**config.mk**
```make
export PLATFORM = sky130hd
export DESIGN_NAME = mac_requant
export DESIGN_NICKNAME = d
export VERILOG_FILES = /design/src/rtl/mac_requant.sv
export SDC_FILE = /design/constraint.sdc
export NUM_CORES = 2
export LEC_CHECK = 0
export CAP_MARGIN = 20
export CELL_PAD_IN_SITES_DETAIL_PLACEMENT = 1
export CELL_PAD_IN_SITES_GLOBAL_PLACEMENT = 2
export CORE_MARGIN = 3
export CORE_UTILIZATION = 38
export CTS_CLUSTER_SIZE = 28
export DETAILED_ROUTE_END_ITERATION = 6
export DONT_BUFFER_PORTS = 1
export GPL_ROUTABILITY_DRIVEN = 1
export PLACE_DENSITY_LB_ADDON = 0.15
export SLEW_MARGIN = 20
export SYNTH_ARGS = -nofsm -noshare
export SYNTH_HDL_FRONTEND = slang
export SYNTH_SLANG_ARGS = --single-unit
```
**constraint.sdc**
```tcl
create_clock -name ACLK -period 7.5 [get_ports ACLK]
set_input_delay 1.125 -clock ACLK [delete_from_list [all_inputs] [get_ports ACLK]]
set_output_delay 1.125 -clock ACLK [all_outputs]
set_load 0.1 [all_outputs]
```
**src/rtl/mac_requant.sv**
```systemverilog
// Requantizer: ReLU, unsigned scale multiply, shift, zero-point add, int8 saturate; 3-stage AXIS pipeline.
// Build option: define REQUANT_ROUND_EN for a round-half-up shift instead of the default floor shift.
module mac_requant #(
  parameter int C_ACC_WIDTH   = 32,
  parameter int C_SCALE_WIDTH = 16,
  parameter int C_OUT_WIDTH   = 8
) (
  input  logic                     ACLK,
  input  logic                     ARESETN,
  input  logic [C_SCALE_WIDTH-1:0] CFG_SCALE,
  input  logic [4:0]               CFG_SHIFT,
  input  logic [C_OUT_WIDTH-1:0]   CFG_ZERO_POINT,
  input  logic                     CFG_RELU,
  input  logic [C_ACC_WIDTH-1:0]   SD_AXIS_TDATA,
  input  logic                     SD_AXIS_TVALID,
  input  logic                     SD_AXIS_TLAST,
  input  logic [7:0]               SD_AXIS_TID,
  output logic                     SD_AXIS_TREADY,
  output logic [C_OUT_WIDTH-1:0]   MO_AXIS_TDATA,
  output logic                     MO_AXIS_TVALID,
  input  logic                     MO_AXIS_TREADY,
  output logic                     MO_AXIS_TLAST,
  output logic [7:0]               MO_AXIS_TID
);

  localparam int NS = 3;
  localparam int PW = C_ACC_WIDTH + C_SCALE_WIDTH + 1;
  localparam int RW = PW + 1;
  localparam logic signed [RW:0] SAT_MAX = (RW + 1)'(2 ** (C_OUT_WIDTH - 1) - 1);
  localparam logic signed [RW:0] SAT_MIN = -SAT_MAX - 1;

  logic                         en;
  logic [NS-1:0]                valid_reg;
  logic [NS-1:0]                valid_next;
  logic [NS-1:0]                last_reg;
  logic [NS-1:0]                last_next;
  logic [7:0]                   id_reg  [NS];
  logic [7:0]                   id_next [NS];

  logic signed [C_ACC_WIDTH-1:0] relu_reg;
  logic signed [C_ACC_WIDTH-1:0] relu_next;
  logic signed [PW-1:0]          prod_reg;
  logic signed [PW-1:0]          prod_next;
  logic signed [RW-1:0]          round_bias;
  logic signed [RW-1:0]          biased;
  logic signed [RW-1:0]          shifted;
  logic signed [RW:0]            summed;
  logic [C_OUT_WIDTH-1:0]        out_reg;
  logic [C_OUT_WIDTH-1:0]        out_next;

  // One shared enable: the whole pipeline stalls as a unit when the output is blocked.
  assign en             = !valid_reg[NS-1] || MO_AXIS_TREADY;
  assign SD_AXIS_TREADY = ARESETN && en;

  genvar gi;
  generate
    for (gi = 0; gi < NS; gi++) begin : g_side
      if (gi == 0) begin : g_head
        assign valid_next[gi] = SD_AXIS_TVALID;
        assign last_next[gi]  = SD_AXIS_TLAST;
        assign id_next[gi]    = SD_AXIS_TID;
      end else begin : g_body
        assign valid_next[gi] = valid_reg[gi-1];
        assign last_next[gi]  = last_reg[gi-1];
        assign id_next[gi]    = id_reg[gi-1];
      end
    end
  endgenerate

  assign relu_next = (CFG_RELU && SD_AXIS_TDATA[C_ACC_WIDTH-1]) ? '0 : SD_AXIS_TDATA;
  assign prod_next = PW'(relu_reg) * PW'($signed({1'b0, CFG_SCALE}));

`ifdef REQUANT_ROUND_EN
  assign round_bias = (CFG_SHIFT != 5'd0) ? (RW'(1) << (CFG_SHIFT - 5'd1)) : '0;
`else
  assign round_bias = '0;
`endif

  // One extra bit above the product so the rounding add cannot wrap.
  assign biased  = {prod_reg[PW-1], prod_reg} + round_bias;
  assign shifted = biased >>> CFG_SHIFT;
  assign summed  = {shifted[RW-1], shifted}
                 + {{(RW + 1 - C_OUT_WIDTH){CFG_ZERO_POINT[C_OUT_WIDTH-1]}}, CFG_ZERO_POINT};

  always_comb begin
    out_next = summed[C_OUT_WIDTH-1:0];
    if (summed > SAT_MAX) begin
      out_next = SAT_MAX[C_OUT_WIDTH-1:0];
    end else if (summed < SAT_MIN) begin
      out_next = SAT_MIN[C_OUT_WIDTH-1:0];
    end
  end

  always_ff @(posedge ACLK) begin
    if (!ARESETN) begin
      valid_reg <= '0;
      last_reg  <= '0;
      for (int i = 0; i < NS; i++) begin
        id_reg[i] <= '0;
      end
      relu_reg  <= '0;
      prod_reg  <= '0;
      out_reg   <= '0;
    end else if (en) begin
      valid_reg <= valid_next;
      last_reg  <= last_next;
      for (int i = 0; i < NS; i++) begin
        id_reg[i] <= id_next[i];
      end
      relu_reg  <= relu_next;
      prod_reg  <= prod_next;
      out_reg   <= out_next;
    end
  end

  assign MO_AXIS_TDATA  = out_reg;
  assign MO_AXIS_TVALID = valid_reg[NS-1];
  assign MO_AXIS_TLAST  = last_reg[NS-1];
  assign MO_AXIS_TID    = id_reg[NS-1];

endmodule

```
==> reports/results.ini <==
[yosys]
async_flop_share_pct=0
ys.flop_type=dfxtp_1
yosysWarningCount=0
synth_cell_types=93
ys_seq_area_share_pct=9.378
syn_nets=3976
avgSynthCellArea_um2=8.618
synth_enable_flop_cells=24
synthCells=3245
yosys.area.top_type_share_pct=35.08
synth_largest_area_cell=fa_1
yosys_register_bits=119
netlist_top_cells_area=fa_1, inv_1, ha_1
synth_area_um2=27970

[cts]
cts_buffers=17
clock_path_buffers=2
tritoncts=yes
clk_pin_slew_ns=0.07
htreeDepth=4
post_cts_buffers=0
clkSinkCount=119
cts_root_buf=clkbuf_16
cts_hold_buf=0
clk_latency_ns=0.48

[global_routing]
grt_use_total_pct=22.44
antenna_found_initial=1
grt_pass1_wl_um=138500
overflow=0
grt_pass1_vias=24954
grt_max_degree=80

[finish]
drive_gt1_share_pct=7.403
largest_register_ffs=49
fin_nets=3906
area_growth_pct=6.483
antenna_cells=0

[floorplan]
die_y_um=277.3
die_width_um=277.3
initial_utilization_pct=38.72
ios=94
num_rows=98
die-area_um2=76880
core_um2=72220

[critical_path]
crit_family=adder cells
worstSetupStartpointType=primary input
r2r_slack_ns=0.46
worst_path_most_repeated_cell=fa_1
path_max_fanout=32
path_class=in -> reg
reg2reg_from=relu_reg[12]$_SDFFE_PN0P_
slowest_delay_ns=0.56
setup.worst_path.end_class=register
critPathLaunch=CFG_SCALE[7]
crit_buf_inv=7
worstPathArrival_ns=7.42
worst_ep_required_time_ns=7.83
critical_path.slowest_cell=fa_1

[timing]
slew_headroom_pct=30.85
setup_viol=0
final.setup.worst_slack_ns=0.4057
hold_viol=0
slew_viol_final=0
worst_slew_pin_slew_ns=1.036
max_freq_mhz=141.0
whs_ns=0.4603
fin_skew_ns=0.01468
fin_crit_sh_pct=94.59
min_period_ns=7.094

[placed_design]
dp_slack_ns=-0.5379
port_buffers=0
dp.final_hpwl_um=70240
gp_congestion=0.8608

[pwr]
p_leak_nw=14.32
peakVddDrop_v=0.0002005
power_density_nw_per_um2=303.3
power_mw=9.033

[route]
viasPerCell=5.307
wl_um=83880
drtIter0Drc=966
drt-pass1-iter-count=5
ant_nets=0
wl_per_cell_um=20.27
vias=21960
drc=0

[min_path]
hold_path_class=reg -> reg
min_from=valid_reg[1]$_SDFFE_PN0P_

[status]
status=finished, final reports clean

[flow_run]
drv_cap=0

cell families (layout without fill, tap and decap cells):
group,Yosys count,after routing,synth area share [%]
adders and majority gates,656,656,42.50
DFF,119,119,9.378
AOI/OAI and AO/OA,509,509,12.17
muxes,123,123,5.839
and+or+nand+nor,954,954,16.55
xor gates and xnor gates,86,86,2.693
buffers and inverters,798,741,10.87
repair_timing:
action	4_1_cts	5_1_grt
pin swaps	0	2
setup endpoints to repair	2	6
gates resized for setup	3	11
cells in the mapped netlist, types with 5 or more instances:
cell type    n
a211oi_1    21
a21o_1      44
a21oi_1    115
a22o_1      45
a31oi_1     19
a41oi_1      5
and2_1     198
and3_1      32
and4_1       7
buf_1        8
buf_2       16
clkbuf_1   148
dfxtp_1     95
edfxtp_1    24
fa_1       490
ha_1       166
inv_1      618
mux2_2      31
mux2i_1     63
mux4_2      29
nand2_1    474
nand2b_1    24
nand3_1     28
nand4_1     32
nor2_1      74
nor2b_1     13
nor3_1      25
nor4_1       5
o211ai_1    18
o21a_1       9
o21ai_0    134
o21ai_1     11
o21bai_1    13
o31ai_1     13
o41ai_1      6
or2_2        6
or3_1       10
xnor2_1     48
xor2_1      38
metal layers:
metal	wire length [µm]	global-route usage [%]	vias up
met5	0	0	-
met4	1372	4.566	0
met3	2863	3.249	88
met2	39940	37.86	277
met1	39700	30.73	11405
li1	-	-	10190
power by group:
group          internal [mW]  switching (mW)  leakage [nW]
sequential             0.812           0.344          1.08
combinational           2.92            4.07          13.0
clock                  0.476           0.406         0.291
total                   4.21            4.82          14.3
path summary, 6_finish.rpt:
check                              endpoint  depth (start not counted)
setup / recovery  prod_reg[47]$_SDFFE_PN0P_                         27
hold / removal    valid_reg[2]$_SDFFE_PN0P_                          2
setup reg to reg  prod_reg[40]$_SDFFE_PN0P_                         26
hold reg to reg   valid_reg[2]$_SDFFE_PN0P_                          2
worst register-to-register path, delay by kind of cell (launching register included):
family / cells / cell delay (ns)
compound gates: 8 / 1.40
xor+xnor: 1 / 0.15
fa+ha+maj: 7 / 3.47
buf+inv: 7 / 0.95
flops: 1 / 0.64
simple gates: 3 / 0.34
area by class of cell:
cell class	instances	area [µm²]
Clock buffer	17	425.4
Clock inverter	15	175.2
Fill cell	8428	42440
Inverter	621	2331
Multi-Input combinational cell	2328	22370
Sequential cell	119	2631
Tap cell	950	1189
Timing Repair Buffer	88	660.6
cell usage in the layout (no fill, tap or decap), types with 13 or more instances in the layout:
cell       count
nand2_1      473
xor2_1        38
nor3_1        25
mux2i_1       63
nand3_1       28
a21o_1        44
and2_1       198
mux4_2        29
nor2_1        73
and3_1        32
edfxtp_1      24
nor2b_1       13
o31ai_1       13
dfxtp_1       88
buf_4         88
fa_1         490
a22o_1        45
nand2b_1      24
clkbuf_16     17
a21oi_1      114
inv_1        617
o21ai_0      134
o21bai_1      13
a31oi_1       19
mux2_2        31
nand4_1       32
o211ai_1      18
a211oi_1      20
xnor2_1       48
ha_1         166
stage by stage:
stage | setup TNS, ns | area (µm²) | util [%] | std cells
floorplan | 0 | 27970 | - | 3245
global placement | -1.336 | 29130 | 40.33 | 4106
finish | 0 | 29780 | 41.23 | 4138
detailed placement | -1.573 | 29130 | 40.33 | 4106
global route | -0.01104 | 29780 | 41.23 | 4138
CTS | 0 | 29740 | 41.17 | 4138
Power figures use the tool's default switching activity.
